## src/rtl/uart_tx_arbiter_if.sv

```systemverilog
// Client/transmitter-side signal bundle for uart_tx_arbiter.
// The slave modport is the arbiter's view; master is the environment's view.
interface uart_tx_arbiter_if #(
    parameter int N = 4
);
    localparam int IDW = $clog2(N);

    logic [N-1:0]   i_req;
    logic [8*N-1:0] i_data;
    logic [N-1:0]   o_ack;
    logic [7:0]     o_tx_data;
    logic           o_tx_start;
    logic           i_tx_done;
    logic           o_busy;
    logic [IDW-1:0] o_owner;
    logic           o_timeout;

    modport slave (
        input  i_req, i_data, i_tx_done,
        output o_ack, o_tx_data, o_tx_start, o_busy, o_owner, o_timeout
    );

    modport master (
        output i_req, i_data, i_tx_done,
        input  o_ack, o_tx_data, o_tx_start, o_busy, o_owner, o_timeout
    );
endinterface

```

## src/rtl/uart_tx_arbiter.sv

```systemverilog
// Round-robin arbiter that shares one UART transmitter among N byte requesters,
// with frame timeout and a programmable inter-frame gap.
module uart_tx_arbiter #(
    parameter int N          = 4,
    parameter int GAP_CYCLES = 16,
    parameter int TIMEOUT    = 4096
) (
    input  logic              i_clk,
    input  logic              i_reset,
    uart_tx_arbiter_if.slave  bus
);
    localparam int IDW = $clog2(N);
    localparam int TW  = $clog2(TIMEOUT + 1);
    localparam int GW  = (GAP_CYCLES > 0) ? $clog2(GAP_CYCLES + 1) : 1;

    localparam logic [TW-1:0]  T_LAST = TW'(TIMEOUT - 1);
    localparam logic [TW-1:0]  T_MAX  = TW'(TIMEOUT);
    localparam logic [GW-1:0]  G_LAST = GW'(GAP_CYCLES - 1);
    localparam logic [IDW-1:0] I_LAST = IDW'(N - 1);
    localparam logic [IDW:0]   N_W    = (IDW + 1)'(N);

    typedef enum logic [1:0] {
        IDLE = 2'd0,
        LOAD = 2'd1,
        WAIT = 2'd2,
        GAP  = 2'd3
    } state_t;

    localparam state_t POST_ST = (GAP_CYCLES == 0) ? IDLE : GAP;

    state_t         state_r;
    state_t         state_nx_s;
    logic [IDW-1:0] ptr_r;
    logic [IDW-1:0] owner_r;
    logic [IDW-1:0] win_s;
    logic [IDW:0]   sum_s;
    logic           hit_s;
    logic           found_s;
    logic           expire_s;
    logic [TW-1:0]  tcnt_r;
    logic [GW-1:0]  gcnt_r;
    logic [7:0]     tx_data_r;
    logic [N-1:0]   ack_r;
    logic           start_r;
    logic           busy_r;
    logic           timeout_r;

    // Round-robin winner: first active request at or above ptr, wrapping mod N.
    always_comb begin
        found_s = 1'b0;
        win_s   = '0;
        sum_s   = '0;
        hit_s   = 1'b0;
        for (int i = 0; i < N; i++) begin
            sum_s   = {1'b0, ptr_r} + (IDW + 1)'(i);
            sum_s   = (sum_s >= N_W) ? (sum_s - N_W) : sum_s;
            hit_s   = bus.i_req[sum_s[IDW-1:0]];
            win_s   = (!found_s && hit_s) ? sum_s[IDW-1:0] : win_s;
            found_s = found_s | hit_s;
        end
    end

    // Next-state logic; expire_s flags the edge at which the wait counter hits TIMEOUT.
    always_comb begin
        state_nx_s = state_r;
        expire_s   = 1'b0;
        case (state_r)
            IDLE: state_nx_s = found_s ? LOAD : IDLE;
            LOAD: state_nx_s = WAIT;
            WAIT: begin
                if (tcnt_r == T_MAX) begin
                    state_nx_s = POST_ST;
                end else if (bus.i_tx_done) begin
                    // done on the expiry edge wins over the timeout
                    state_nx_s = POST_ST;
                end else begin
                    state_nx_s = WAIT;
                    expire_s   = (tcnt_r == T_LAST);
                end
            end
            GAP:     state_nx_s = (gcnt_r == G_LAST) ? IDLE : GAP;
            default: state_nx_s = IDLE;
        endcase
    end

    // State, counters, captured byte/owner and registered strobes.
    always_ff @(posedge i_clk) begin
        if (i_reset) begin
            state_r   <= IDLE;
            ptr_r     <= '0;
            owner_r   <= '0;
            tx_data_r <= 8'h00;
            tcnt_r    <= '0;
            gcnt_r    <= '0;
            ack_r     <= '0;
            start_r   <= 1'b0;
            busy_r    <= 1'b0;
            timeout_r <= 1'b0;
        end else begin
            state_r   <= state_nx_s;
            start_r   <= (state_nx_s == LOAD);
            busy_r    <= (state_nx_s != IDLE);
            timeout_r <= expire_s;
            if (state_r == IDLE && found_s) begin
                owner_r   <= win_s;
                tx_data_r <= bus.i_data[{win_s, 3'b000} +: 8];
                ack_r     <= N'(1) << win_s;
            end else begin
                ack_r     <= '0;
            end
            if (state_r == LOAD) begin
                ptr_r <= (owner_r == I_LAST) ? '0 : owner_r + IDW'(1);
            end else begin
                ptr_r <= ptr_r;
            end
            // counting starts in LOAD so the count equals clocks since LOAD
            if (state_r == LOAD || state_r == WAIT) begin
                tcnt_r <= tcnt_r + TW'(1);
            end else begin
                tcnt_r <= '0;
            end
            if (state_r == GAP) begin
                gcnt_r <= gcnt_r + GW'(1);
            end else begin
                gcnt_r <= '0;
            end
        end
    end

    assign bus.o_ack      = ack_r;
    assign bus.o_tx_data  = tx_data_r;
    assign bus.o_tx_start = start_r;
    assign bus.o_busy     = busy_r;
    assign bus.o_owner    = owner_r;
    assign bus.o_timeout  = timeout_r;
endmodule

```

## src/flat_wrapper.sv

```systemverilog
// flat-port wrapper written by rule: the top's interface ports become plain ports
module uart_tx_arbiter_flat 
#(
    parameter int N          = 4,
    parameter int GAP_CYCLES = 16,
    parameter int TIMEOUT    = 4096
)
  (i_clk, i_reset, bus_i_req, bus_i_data, bus_i_tx_done, bus_o_ack, bus_o_tx_data, bus_o_tx_start, bus_o_busy, bus_o_owner, bus_o_timeout);
  uart_tx_arbiter_if #(.N(N)) bus_i ();
  input  logic i_clk;
  input  logic i_reset;
  input wire logic [$bits(bus_i.i_req)-1:0] bus_i_req;
  input wire logic [$bits(bus_i.i_data)-1:0] bus_i_data;
  input wire logic [$bits(bus_i.i_tx_done)-1:0] bus_i_tx_done;
  output wire logic [$bits(bus_i.o_ack)-1:0] bus_o_ack;
  output wire logic [$bits(bus_i.o_tx_data)-1:0] bus_o_tx_data;
  output wire logic [$bits(bus_i.o_tx_start)-1:0] bus_o_tx_start;
  output wire logic [$bits(bus_i.o_busy)-1:0] bus_o_busy;
  output wire logic [$bits(bus_i.o_owner)-1:0] bus_o_owner;
  output wire logic [$bits(bus_i.o_timeout)-1:0] bus_o_timeout;
  assign bus_i.i_req = bus_i_req;
  assign bus_i.i_data = bus_i_data;
  assign bus_i.i_tx_done = bus_i_tx_done;
  assign bus_o_ack = bus_i.o_ack;
  assign bus_o_tx_data = bus_i.o_tx_data;
  assign bus_o_tx_start = bus_i.o_tx_start;
  assign bus_o_busy = bus_i.o_busy;
  assign bus_o_owner = bus_i.o_owner;
  assign bus_o_timeout = bus_i.o_timeout;
  uart_tx_arbiter #(.N(N), .GAP_CYCLES(GAP_CYCLES), .TIMEOUT(TIMEOUT)) u_core (.i_clk(i_clk), .i_reset(i_reset), .bus(bus_i));
endmodule
```

## config.mk

```make
export PLATFORM = sky130hd
export DESIGN_NAME = uart_tx_arbiter_flat
export DESIGN_NICKNAME = d
export VERILOG_FILES = /design/src/rtl/uart_tx_arbiter_if.sv /design/src/rtl/uart_tx_arbiter.sv /design/src/flat_wrapper.sv
export SDC_FILE = /design/constraint.sdc
export NUM_CORES = 1
export LEC_CHECK = 0
export ABC_AREA = 1
export CORE_UTILIZATION = 53
export DETAILED_ROUTE_END_ITERATION = 8
export PLACE_DENSITY = 0.85
export SLEW_MARGIN = 20
export SYNTH_ARGS = -nofsm -noshare
export SYNTH_HDL_FRONTEND = slang
export SYNTH_SLANG_ARGS = --single-unit
```

## constraint.sdc

```tcl
create_clock -name i_clk -period 2.9 [get_ports i_clk]
set_input_delay 0.435 -clock i_clk [delete_from_list [all_inputs] [get_ports i_clk]]
set_output_delay 0.435 -clock i_clk [all_outputs]
set_load 0.05 [all_outputs]
```

# [Yosys cells after proc, flatten, opt, wreduce, memory -nomap -nowiden]
# Cells that the tools add are included.
[op_classes] addsub=10 magnitude_cmp=8 n_eq_ne=8 shift=2 mux=22 bitwise_logic=7 reduce_logical=14
[ops] operator="variable part select 32 x 6 -> 8 bit" count=1
[ops] operator="two-way mux 2 bit" count=11
[ops] operator="adder 13 x 1 -> 13 bit (second input constant)" count=1
[ops] operator="== test 13 x 12 -> 1 bit (second input constant)" count=1
[ops] operator="== test 13 bit (second input constant)" count=1
[ops] operator="less-than comparator 2 x 3 -> 1 bit (second input constant)" count=4
[ops] operator=">= comparator 3 bit (second input constant)" count=3
[ops] operator="binary-select mux 1 bit (select 2 bit)" count=4
[ops] operator="one-hot mux 2 bit (4 select lines)" count=1
[ops] operator="subtractor 2 x 1 -> 2 bit (second input constant)" count=4
[ops] operator="adder 2 x 2 -> 3 bit (second input constant)" count=2
[ops] operator="== test 2 bit (second input constant)" count=3
[ops] operator="two-way mux 1 bit" count=6
[ops] operator="OR reduction 2 bit" count=3
[ops] operator="adder 5 x 1 -> 5 bit (second input constant)" count=1
[ops] operator="== test 5 x 4 -> 1 bit (second input constant)" count=1
[ops] operator="== test 2 x 1 -> 1 bit (second input constant)" count=2
[ops] operator="logical AND 1 bit" count=4
[ops] operator="inverter 1 bit" count=4
[ops] operator="OR reduction 4 bit" count=1
[ops] operator="left shift 1 x 2 -> 4 bit (first input constant)" count=1
[ops] operator="adder 2 x 1 -> 3 bit (second input constant)" count=1
[ops] operator=">= comparator 2 x 3 -> 1 bit (second input constant)" count=1
[ops] operator="logical NOT 1 bit" count=3
[ops] operator="other kinds (5)" count=7
[totals] reg_bits=39 wordCells=81

# [Logic depth before layout (Yosys ltp)]
# Gate-level depths: netlist of the first run.
[logic_depth] depth_word=11 mapped_depth=16 ltp_nobuf=15

# [Worst setup path before layout of the first run]
# OpenSTA, ideal clock, no wires.
[synth_timing] kind="register to register" startpoint="reg u_core.ptr_r[0]" endpoint="reg u_core.tx_data_r[1] (netlist: u_core.bus.o_tx_data[1])" t_arrival_ns=1.526 slack_ns=1.265 path_stages_with_launch=15 path_buffers=2 period_less_slack_ns=1.635 cell_sequence="dfxtp_1 > buf_4 > nand2_1 > nand2_1 > nand2_1 > nand2_4 > nor2_8 > nand3_4 > nand3_4 > buf_8 > nand2_2 > nand3_1 > nand3_1 > nand2_1 > inv_1"
[synth_via] elab_chain_cells=11 word_cells_on_any_way=38 cone_classes="add/sub: 7; order compare: 4; shift: 1; mux: 16; bitwise: 3; reduce/logical: 7"
[synth_lines] element="start: declaration" line_no="uart_tx_arbiter.sv:33" source="logic [IDW-1:0] ptr_r;"
[synth_lines] element="start signal: assignment" line_no="uart_tx_arbiter.sv:112" source="ptr_r <= (owner_r == I_LAST) ? '0 : owner_r + IDW'(1);"
[synth_lines] element="start signal: assignment" line_no="uart_tx_arbiter.sv:114" source="ptr_r <= ptr_r;"
[synth_lines] element="adder 2 x 1 -> 3 bit" line_no="uart_tx_arbiter.sv:55" source="sum_s = {1'b0, ptr_r} + (IDW + 1)'(i);"
[synth_lines] element=">= comparator 3 bit or subtractor 2 x 1 -> 2 bit (tied branches)" line_no="uart_tx_arbiter.sv:56" source="sum_s = (sum_s >= N_W) ? (sum_s - N_W) : sum_s;"
[synth_lines] element="two-way mux 2 bit" line_no="uart_tx_arbiter.sv:56"
[synth_lines] element="binary-select mux 1 bit (select 2 bit)" line_no="uart_tx_arbiter.sv:57" source="hit_s = bus.i_req[sum_s[IDW-1:0]];"
[synth_lines] element="two-way mux 1 bit (not written as such)" line_no="uart_tx_arbiter.sv:57"
[synth_lines] element="OR 1 bit" line_no="uart_tx_arbiter.sv:59" source="found_s = found_s | hit_s;"
[synth_lines] element="logical NOT 1 bit or OR 1 bit (tied branches)" line_no="uart_tx_arbiter.sv:58, uart_tx_arbiter.sv:59"
[synth_lines] element="logical AND 1 bit or logical NOT 1 bit (tied branches)" line_no="uart_tx_arbiter.sv:58" source="win_s = (!found_s && hit_s) ? sum_s[IDW-1:0] : win_s;"
[synth_lines] element="two-way mux 2 bit or logical AND 1 bit (tied branches)" line_no="uart_tx_arbiter.sv:58"
[synth_lines] element="two-way mux 2 bit" line_no="uart_tx_arbiter.sv:58"
[synth_lines] element="variable part select 32 x 6 -> 8 bit" line_no="uart_tx_arbiter.sv:106" source="tx_data_r <= bus.i_data[{win_s, 3'b000} +: 8];"
[synth_lines] element="end signal: assignment" line_no="uart_tx_arbiter.sv:106"
[synth_lines] element="end: declaration" line_no="uart_tx_arbiter.sv:42" source="logic [7:0] tx_data_r;"
# Parallel ways exist; a longest one is shown, timed or not. The select of a mux whose other input is x is not followed.
# A chain may end at the register's enable or synchronous reset.

# [Worst setup path in the final report of the first run]
[layout_timing] startpoint="reg u_core.ptr_r[0]" endpoint="reg u_core.owner_r[0] (netlist: u_core.bus.o_owner[0])"
[layout_via] elab_chain_cells=10 word_cells_on_any_way=37 cone_classes="add/sub: 7; order compare: 4; mux: 16; bitwise: 3; reduce/logical: 7"
[layout_lines] element="adder 2 x 1 -> 3 bit" line_no="uart_tx_arbiter.sv:55"
[layout_lines] element=">= comparator 3 bit or subtractor 2 x 1 -> 2 bit (tied branches)" line_no="uart_tx_arbiter.sv:56"
[layout_lines] element="two-way mux 2 bit" line_no="uart_tx_arbiter.sv:56"
[layout_lines] element="binary-select mux 1 bit (select 2 bit)" line_no="uart_tx_arbiter.sv:57"
[layout_lines] element="two-way mux 1 bit (not written as such)" line_no="uart_tx_arbiter.sv:57"
[layout_lines] element="OR 1 bit" line_no="uart_tx_arbiter.sv:59"
[layout_lines] element="logical NOT 1 bit or OR 1 bit (tied branches)" line_no="uart_tx_arbiter.sv:58, uart_tx_arbiter.sv:59"
[layout_lines] element="logical AND 1 bit or logical NOT 1 bit (tied branches)" line_no="uart_tx_arbiter.sv:58"
[layout_lines] element="two-way mux 2 bit or logical AND 1 bit (tied branches)" line_no="uart_tx_arbiter.sv:58"
[layout_lines] element="two-way mux 2 bit" line_no="uart_tx_arbiter.sv:58"
[layout_lines] element="end signal: assignment" line_no="uart_tx_arbiter.sv:105" source="owner_r <= win_s;"
[layout_lines] element="end: declaration" line_no="uart_tx_arbiter.sv:34" source="logic [IDW-1:0] owner_r;"
# Parallel ways exist; a longest one is shown, timed or not. The select of a mux whose other input is x is not followed.

==> flow_metrics.tcl, run 1 <==
set metrics [dict create \
    status "finished clean" \
    cts_resized 0 \
    cp.arrival_ps 2380 \
    start_util_pct 56.18 \
    regArea_sq_um 780.7 \
    drive_gt1_share_pct 8.189 \
    synth_async_sr_flop_share_pct 0 \
    detailed_place_hpwl_mm 3.729 \
    num_io_pins 56 \
    synth_cell_types 30 \
    setup_viol 0 \
    cp-end-kind "flop" \
    gr-total-overflow 0 \
    n_fill_cell 333 \
    tritoncts "done" \
    synth_edf_count 0 \
    fin_nets 451 \
    multi_input_area_sq_um 1236 \
    netlist_top_cells_area "dfxtp_1 34%, nand2_1 14%, nand3_1 9.7%" \
    seq_area_frac_synth_pct 34.25 \
    die_w_um 67.59 \
    ys.flop_type "dfxtp_1" \
    hold_class "reg -> reg" \
    max_freq_mhz 448.6 \
    vias 2227 \
    p_per_area_nw_per_um2 938.2 \
    cts_setup_buffers 0 \
    grt_pass1_wl_mm 7.762 \
    dr.pass1.iters 4 \
    cts_root_buf "clkbuf_8" \
    grt_max_degree 21 \
    period_needed_ps 2229 \
    critPathMaxFanout 20 \
    gp_congestion 0.8775 \
    finalClockSkew_ps 2.410 \
    critical_path_class "reg -> reg" \
    fin_crit_sh_pct 76.86 \
    port_buffers 55 \
    ys_ff_latch 39 \
    cts_max_level 2 \
    cts_buffer_depth 2 \
    syn_inst 345 \
    postSynthAreaPerCell_sq_um 6.608 \
    maxSlewViolCount 0 \
    cts_hold_buf 0 \
    leakage_uw 0.001407 \
    final.setup.tns_ps 0 \
    antenna_found_initial 0 \
    wl_per_cell_um 10.74 \
    syn2layout_area_growth_pct 30.41 \
    clk_latency_ps 290 \
    cp-start-kind "flop" \
    netlist.area_leader.share_pct 34.25 \
    syn_area_sq_um 2280 \
    hold_viol_final 0 \
    cts.sinks 39 \
    synth_area_leader_cell "dfxtp_1" \
    clk_pin_slew_ps 70 \
    drc 0 \
    tightest_slew_ps 562.0 \
    cts_inserted_buffers 5 \
    drv_cap 0 \
    ir_drop_mv 0.6810 \
    viasPerCell 4.916 \
    n_antenna_cell 0 \
    dieArea_sq_um 4568 \
    drtIter0Drc 85 \
    ys_warn_count 0 \
    ys_top_cells_by_count "84 x nand2_1, 52 x inv_1, 46 x nor2_1" \
    die_height_um 67.59 \
    coreArea_sq_um 4058 \
    grt_setup_unrepaired "no" \
    grt_pass1_vias 1948 \
    relSlewSlack_pct 62.49 \
    drt_wl_total_mm 4.867 \
    row_count 23 \
    ant_nets 0 \
    dpl_cell_area_sq_um 2855 \
    required_ps 3050 \
    grt_usage_pct 22.46 \
    stdcell_area_sq_um 2973 \
    syn-num-nets 394 \
    yosysMostFrequentCell "nand2_1" \
]
==> report_power, final <==
group	leakage, uW	switching [uW]	internal (uW)	total, uW
logic	0.00103	1060	529	1590
clock network	0.0000612	192	278	470
registers	0.000319	80.4	647	728
==> routing by layer <==
layer	global-route usage [%]	wire length (um)	vias up	share of wire [%]
met5	0	0	-	0
met3	5.405	226	10	4.6
li1	-	-	1194	-
met1	24.47	2098	966	43
met2	40.84	2446	57	50
met4	9.309	97	0	2.0
==> logic make-up after synthesis <==
logic type / Yosys count / share of synthesized area (%)
xor+xnor: 1 / 0.3843
compound gates: 29 / 7.080
fa+ha+maj: 10 / 5.488
simple gates: 203 / 41.27
buf+inv: 63 / 11.53
flops: 39 / 34.25
==> worst max-delay path, stage by stage (launching register included) <==
cell	delay, ps
dfxtp_1	480
inv_2	150
nand2_1	80
nand2_1	110
nand2_1	130
nand2_4	70
nor2_8	110
nand3_4	220
nand2_1	150
inv_1	250
o21ai_0	270
a31oi_1	60
==> final cells by class <==
class / count / share of cell area, %
Tap cell: 50 / 2.104
Inverter: 56 / 7.071
Sequential cell: 39 / 26.26
Clock inverter: 2 / 1.178
Clock buffer: 6 / 2.778
Multi-Input combinational cell: 243 / 41.58
Timing Repair Buffer: 57 / 19.02
==> stage by stage <==
step / instances / utilization (%) / setup slack (ps) / power (uW) / hold WS [ps]
2_1_floorplan: 345 / - / 1265 / 1975 / 417.9
3_3_place_gp: 445 / 70.37 / 499.7 / 2296 / 435.1
3_5_place_dp: 445 / 70.37 / 391.0 / 2324 / 451.9
4_1_cts: 453 / 73.27 / 697.6 / 2806 / 462.8
5_1_grt: 453 / 73.27 / 372.6 / 2993 / 477.8
6_report: 453 / 73.27 / 671.1 / 2789 / 457.4
==> placed cells by master, fill, tap and decap left out, drive strengths merged <==
master / netlist / routed
nor2: 47 / 47
or2: 1 / 1
dfxtp: 39 / 39
inv: 56 / 56
nor3: 3 / 3
clkdlybuf4s50: 0 / 55
o211a: 1 / 1
ha: 10 / 10
xnor2: 1 / 1
nor3b: 1 / 1
nor4: 1 / 1
o21ai: 12 / 12
a21oi: 11 / 11
bufinv: 0 / 1
clkinv: 0 / 1
clkbuf: 1 / 6
o21bai: 3 / 3
nand4: 4 / 4
nand2: 98 / 98
buf: 6 / 2
a31oi: 1 / 1
nand3: 48 / 48
o21a: 1 / 1
==> sequential cells by signal (all words and copies together) (netlist names) <==
| name | flops |
|---|---|
| u_core.tcnt_r | 13 |
| u_core.bus.o_tx_data | 8 |
| u_core.gcnt_r | 5 |
| u_core.bus.o_ack | 4 |
| u_core.bus.o_owner | 2 |
| u_core.ptr_r | 2 |
| u_core.state_r | 2 |
| u_core.bus.o_busy | 1 |
| u_core.bus.o_timeout | 1 |
| u_core.bus.o_tx_start | 1 |
==> final timing paths <==
check | to | from | cells past startpoint | slack [ps]
setup / recovery | u_core.bus.o_owner[0]$_SDFFE_PP0P_ | u_core.ptr_r[0]$_SDFFE_PP0N_ | 11 | 670
hold / removal | u_core.gcnt_r[0]$_SDFF_PP0_ | u_core.gcnt_r[0]$_SDFF_PP0_ | 1 | 460
setup reg to reg | u_core.bus.o_owner[0]$_SDFFE_PP0P_ | u_core.ptr_r[0]$_SDFFE_PP0N_ | 11 | 670
hold reg to reg | u_core.gcnt_r[0]$_SDFF_PP0_ | u_core.gcnt_r[0]$_SDFF_PP0_ | 1 | 460
Note: power is estimated with default switching activity, not from simulation.
==> inputs of run 2 (changes only) <==
--- a/config.mk
+++ b/config.mk
@@ -6,9 +6,9 @@
 export NUM_CORES = 1
 export LEC_CHECK = 0
 export ABC_AREA = 1
-export CORE_UTILIZATION = 53
+export CORE_UTILIZATION = 45
 export DETAILED_ROUTE_END_ITERATION = 8
-export PLACE_DENSITY = 0.85
+export PLACE_DENSITY = 0.77
 export SLEW_MARGIN = 20
 export SYNTH_ARGS = -nofsm -noshare
 export SYNTH_HDL_FRONTEND = slang
==> constraint.sdc (replaced) <==
create_clock -name i_clk -period 1.9 [get_ports i_clk]
set_input_delay 0.285 -clock i_clk [delete_from_list [all_inputs] [get_ports i_clk]]
set_output_delay 0.285 -clock i_clk [all_outputs]
set_load 0.05 [all_outputs]
==> flow_metrics.tcl, run 2 (synthesis gave the netlist of run 1 again) <==
set metrics [dict create \
    status "finished clean" \
    dr.pass1.iters 4 \
    cp.arrival_ps 2030 \
    drive_gt1_share_pct 15.64 \
    cts_max_level 2 \
    fin_crit_sh_pct 96.00 \
    required_ps 2110 \
    r2r_cells 10 \
    grt_pass1_vias 2122 \
    gr-total-overflow 0 \
    port_buffers 55 \
    relSlewSlack_pct 65.60 \
    leakage_uw 0.001511 \
    grt_setup_unrepaired "yes" \
    grt_pass1_wl_mm 8.493 \
    row_count 25 \
    tightest_slew_ps 514.4 \
    fin_nets 471 \
    cp_cell_sequence "ha_1, nand3_1, nor2_2, nand2_1, nor2_1, nand4_1, nor2_1, nand2_1, or2_1, nor3_1" \
    grt_max_degree 21 \
    cp-start-kind "flop" \
    coreArea_sq_um 4786 \
    drt_wl_total_mm 5.362 \
    p_per_area_nw_per_um2 1464 \
    tritoncts "done" \
    hold_viol_final 0 \
    max_stage_delay_ps 360 \
    finalNonFillerCells 489 \
    final_cell_mix "77 x nand2_1, 55 x clkdlybuf4s50_1, 51 x inv_1" \
    n_antenna_cell 0 \
    place_inst 474 \
    cp-end-kind "flop" \
    layout_commonest_cell "nand2_1" \
    top_register "u_core.tcnt_r" \
    cts_buffer_depth 2 \
    clk_pin_slew_ps 70 \
    ant_nets 0 \
    grt_usage_pct 20.21 \
    whs_ps 434.8 \
    drtIter0Drc 77 \
    setup_viol 0 \
    detailed_place_hpwl_mm 3.881 \
    cts_inserted_buffers 5 \
    finalClockSkew_ps 8.725 \
    cts.sinks 39 \
    wl_per_cell_um 10.97 \
    cts_hold_buf 0 \
    antenna_found_initial 0 \
    clk_latency_ps 290 \
    max_freq_mhz 548.2 \
    viasPerCell 4.853 \
    dieArea_sq_um 5355 \
    critical_path_class "reg -> reg" \
    die_height_um 73.18 \
    hold_class "reg -> reg" \
    slowest_stage "dfxtp_1" \
    drv_cap 0 \
    largest_reg_flops 13 \
    die_w_um 73.18 \
    gp_congestion 0.8485 \
    period_needed_ps 1824 \
    cts_root_buf "clkbuf_8" \
    vias 2373 \
    num_io_pins 56 \
    critPathMaxFanout 3 \
    holdPathStages 1 \
    syn2layout_area_growth_pct 41.22 \
    ir_drop_mv 0.8095 \
    utilization_pct 67.27 \
    maxSlewViolCount 0 \
    drc 0 \
    start_util_pct 47.63 \
]
==> run 2: worst max-delay path, delay by kind of cell, from the launching register on <==
kind / cells / cell delay, ps
fa+ha+maj: 1 / 200
flops: 1 / 360
simple gates: 9 / 1180
==> run 2: power breakdown <==
| group | leakage, uW | switching, uW | internal [uW] |
|---|---|---|---|
| Sequential | 0.000320 | 118 | 993 |
| Combinational | 0.00114 | 1810 | 1140 |
| Clock | 0.0000513 | 273 | 384 |
| Total | 0.00151 | 2200 | 2520 |
==> run 2: path summary, 6_finish.rpt <==
path	to	startpoint	slack [ps]
worst max-delay path	u_core.bus.o_timeout$_SDFF_PP0_	u_core.tcnt_r[1]$_SDFF_PP0_	80
worst max register to register	u_core.bus.o_timeout$_SDFF_PP0_	u_core.tcnt_r[1]$_SDFF_PP0_	80
worst min-delay path	u_core.tcnt_r[0]$_SDFF_PP0_	u_core.tcnt_r[0]$_SDFF_PP0_	430
worst min register to register	u_core.tcnt_r[0]$_SDFF_PP0_	u_core.tcnt_r[0]$_SDFF_PP0_	430
==> run 2: layout make-up <==
| type | instances | area (sq um) |
|---|---|---|
| clock buffer | 6 | 72.57 |
| clock inverter | 1 | 30.03 |
| fill | 391 | 1567 |
| inverter | 56 | 215.2 |
| multi-input combinational | 245 | 1304 |
| sequential | 39 | 784.5 |
| tap | 67 | 83.83 |
| timing repair buffer | 75 | 729.5 |
==> run 2: repair_timing <==
item                       4_1_cts  5_1_grt
setup endpoints to repair        0       17
resized for setup                0       21
setup buffers                    0        6
==> run 2: per-stage QoR <==
step / TNS [ps] / total power, uW / instance area, sq um / setup WS, ps
after detailed placement: -1974 / 3780 / 2992 / -203.8
after global routing: -236.7 / 5067 / 3219 / -63.11
after floorplan: 0 / 3014 / 2280 / 264.6
after global placement: -1018 / 3731 / 2992 / -115.4
after CTS: 0 / 4454 / 3094 / 78.07
final: 0 / 4713 / 3219 / 76.01
==> run 2: routing by layer <==
metal	part of all wire (%)	wire length (um)	vias to the layer above	track usage, %
met5	0	0	-	0
met4	1.9	102	0	8.061
met3	5.6	299	11	4.696
met2	49	2632	75	36.01
met1	43	2328	1044	23.14
li1	-	-	1243	-
==> inputs of run 3 (changes only) <==
--- a/config.mk
+++ b/config.mk
@@ -9,7 +9,6 @@
 export CORE_UTILIZATION = 45
 export DETAILED_ROUTE_END_ITERATION = 8
 export PLACE_DENSITY = 0.77
-export SLEW_MARGIN = 20
 export SYNTH_ARGS = -nofsm -noshare
 export SYNTH_HDL_FRONTEND = slang
 export SYNTH_SLANG_ARGS = --single-unit
==> constraint.sdc (replaced) <==
create_clock -name i_clk -period 1.5 [get_ports i_clk]
set_input_delay 0.225 -clock i_clk [delete_from_list [all_inputs] [get_ports i_clk]]
set_output_delay 0.225 -clock i_clk [all_outputs]
set_load 0.05 [all_outputs]
==> flow_metrics.tcl, run 3 (synthesis gave the netlist of run 1 again) <==
set metrics [dict create \
    top_usage_layer "met2" \
    viasPerCell 5.033 \
    grt_pass1_wl_mm 10.18 \
    grt_max_degree 17 \
    cts_inserted_buffers 5 \
    tightest_slew_ps 289.4 \
    critical_path_class "reg -> reg" \
    p_sw_uw 3445 \
    rr_startpoint "u_core.ptr_r[0]$_SDFFE_PP0N_" \
    hp-start "u_core.gcnt_r[0]$_SDFF_PP0_" \
    leakage_uw 0.001779 \
    num_io_pins 56 \
    final_cell_mix "64 x nand2_1, 49 x inv_1, 45 x buf_4" \
    detailed_place_hpwl_mm 4.280 \
    top_register "u_core.tcnt_r" \
    setup_viol 20 \
    start_util_pct 47.63 \
    ir_drop_mv 1.072 \
    p_per_area_nw_per_um2 1932 \
    coreArea_sq_um 4786 \
    regArea_sq_um 793.3 \
    finalNonFillerCells 514 \
    grt_setup_unrepaired "yes" \
    p_clk_share_pct 12.5 \
    max_stage_delay_ps 430 \
    port_buffers 55 \
    use_met2_pct 47.12 \
    syn2layout_area_growth_pct 63.23 \
    fin_nets 495 \
    largest_reg_flops 13 \
    fin_crit_sh_pct 127.9 \
    gp_congestion 0.8756 \
    switching_share_pct 47.91 \
    gr-total-overflow 0 \
    cts_buffer_depth 2 \
    vias 2587 \
    cp.arrival_ps 2120 \
    cts_max_level 2 \
    drtIter0Drc 112 \
    finalClockSkew_ps 6.782 \
    clk_latency_ps 300 \
    comb_power_share_pct 67.1 \
    seqPwrFrac_pct 20.4 \
    cp_cell_sequence "inv_6, buf_6, nand2_4, nand3_1, nand2_2, nand2_4, nand2_4, nand2_4, nand2_2, nand3_1, nand3_1, nand3_1, nand2_1, inv_1" \
    grt_util_met3_pct 5.249 \
    die_w_um 73.18 \
    final.setup.tns_ps -5095 \
    cp-start-kind "flop" \
    use_met1_pct 25.17 \
    maxSlewViolCount 0 \
    cp-startpoint "u_core.ptr_r[0]$_SDFFE_PP0N_" \
    hold_viol_final 0 \
    stdcell_area_sq_um 3721 \
    relSlewSlack_pct 80.68 \
    drv_cap 0 \
    violations "negative setup slack" \
    slowest_stage "dfxtp_4" \
    cts.sinks 39 \
    n_antenna_cell 0 \
    period_needed_ps 1919 \
    cts_root_buf "clkbuf_8" \
    dr.pass1.iters 4 \
    r2r_slack_ps -420 \
    multi_input_area_sq_um 1549 \
    drc 0 \
    grt_usage_pct 24.67 \
    ant_nets 0 \
    status "finished with violations" \
    die_height_um 73.18 \
    drt_wl_total_mm 7.112 \
    clk_pin_slew_ps 80 \
    cp-end-kind "flop" \
    n_fill_cell 325 \
    grt_pass1_vias 2453 \
    hold_class "reg -> reg" \
    critPathMaxFanout 8 \
    dieArea_sq_um 5355 \
    antenna_found_initial 0 \
    whs_ps 423.1 \
    dpl_cell_area_sq_um 3132 \
    place_ws_ps -574.3 \
    required_ps 1700 \
    max_freq_mhz 521.2 \
    setup_ws_ps -418.7 \
    row_count 25 \
    layout_commonest_cell "nand2_1" \
    wl_per_cell_um 13.84 \
    place_inst 489 \
    drive_gt1_share_pct 34.23 \
    tritoncts "done" \
    internal-power_uw 3746 \
]
-- run 3: cell types whose count changed in the layout (fill, tap and decap cells not counted), moves of 6 or more --
| cell | previous run | this run |
|---|---|---|
| clkdlybuf4s50_1 | 55 | 38 |
| nand3_2 | 4 | 14 |
| buf_6 | 1 | 9 |
| o21ai_0 | 10 | 4 |
| nand2_4 | 4 | 13 |
| buf_4 | 17 | 45 |
| nand2_1 | 77 | 64 |
| nand3_1 | 42 | 27 |
-- run 3: worst max-delay path: cells and delay by family (launching register included) --
family,cells,cell delay [ps]
DFF,1,430
buffers and inverters,3,230
and+or+nand+nor,11,1150
-- run 3: path summary, 6_finish.rpt --
check                                                            end  cells past startpoint
worst min-delay path                     u_core.gcnt_r[0]$_SDFF_PP0_                      1
worst max register to register  u_core.bus.o_tx_data[1]$_SDFFE_PP0P_                     14
worst max-delay path            u_core.bus.o_tx_data[1]$_SDFFE_PP0P_                     14
worst min register to register           u_core.gcnt_r[0]$_SDFF_PP0_                      1
-- run 3: cell type report --
class	count	share of cell area (%)
Multi-Input combinational cell	245	41.63
Timing Repair Buffer	99	25.79
Tap cell	67	2.253
Clock inverter	3	1.177
Sequential cell	39	21.32
Clock buffer	5	1.849
Inverter	56	5.985
-- run 3: stage by stage --
stage	total power, uW	utilization [%]
after global routing	7564	77.75
after CTS	6560	73.67
after detailed placement	5098	65.44
after floorplan	3851	-
after global placement	5030	65.44
final	7191	77.75
-- run 3: per-layer routing --
| metal | wire length, um | vias to the layer above |
|---|---|---|
| met2 | 3792 | 77 |
| li1 | - | 1294 |
| met5 | 0 | - |
| met1 | 2810 | 1198 |
| met4 | 189 | 0 |
| met3 | 319 | 18 |
-- run 3: repair_timing --
item / CTS / global route
gates resized for setup: 55 / 38
pin swaps: 21 / 26
buffers inserted: 11 / 5
cloned: 2 / 1
hold buffers: 0 / 0
endpoints found under the setup margin: 21 / 26
-- run 3: power groups by stage --
stage	clock network, uW	registers [uW]	logic, uW
3_3_place_gp	0	1450	3580
3_5_place_dp	0	1460	3640
2_1_floorplan	0	1970	1880
5_1_grt	942	1480	5140
6_report	900	1470	4820
4_1_cts	910	1450	4200
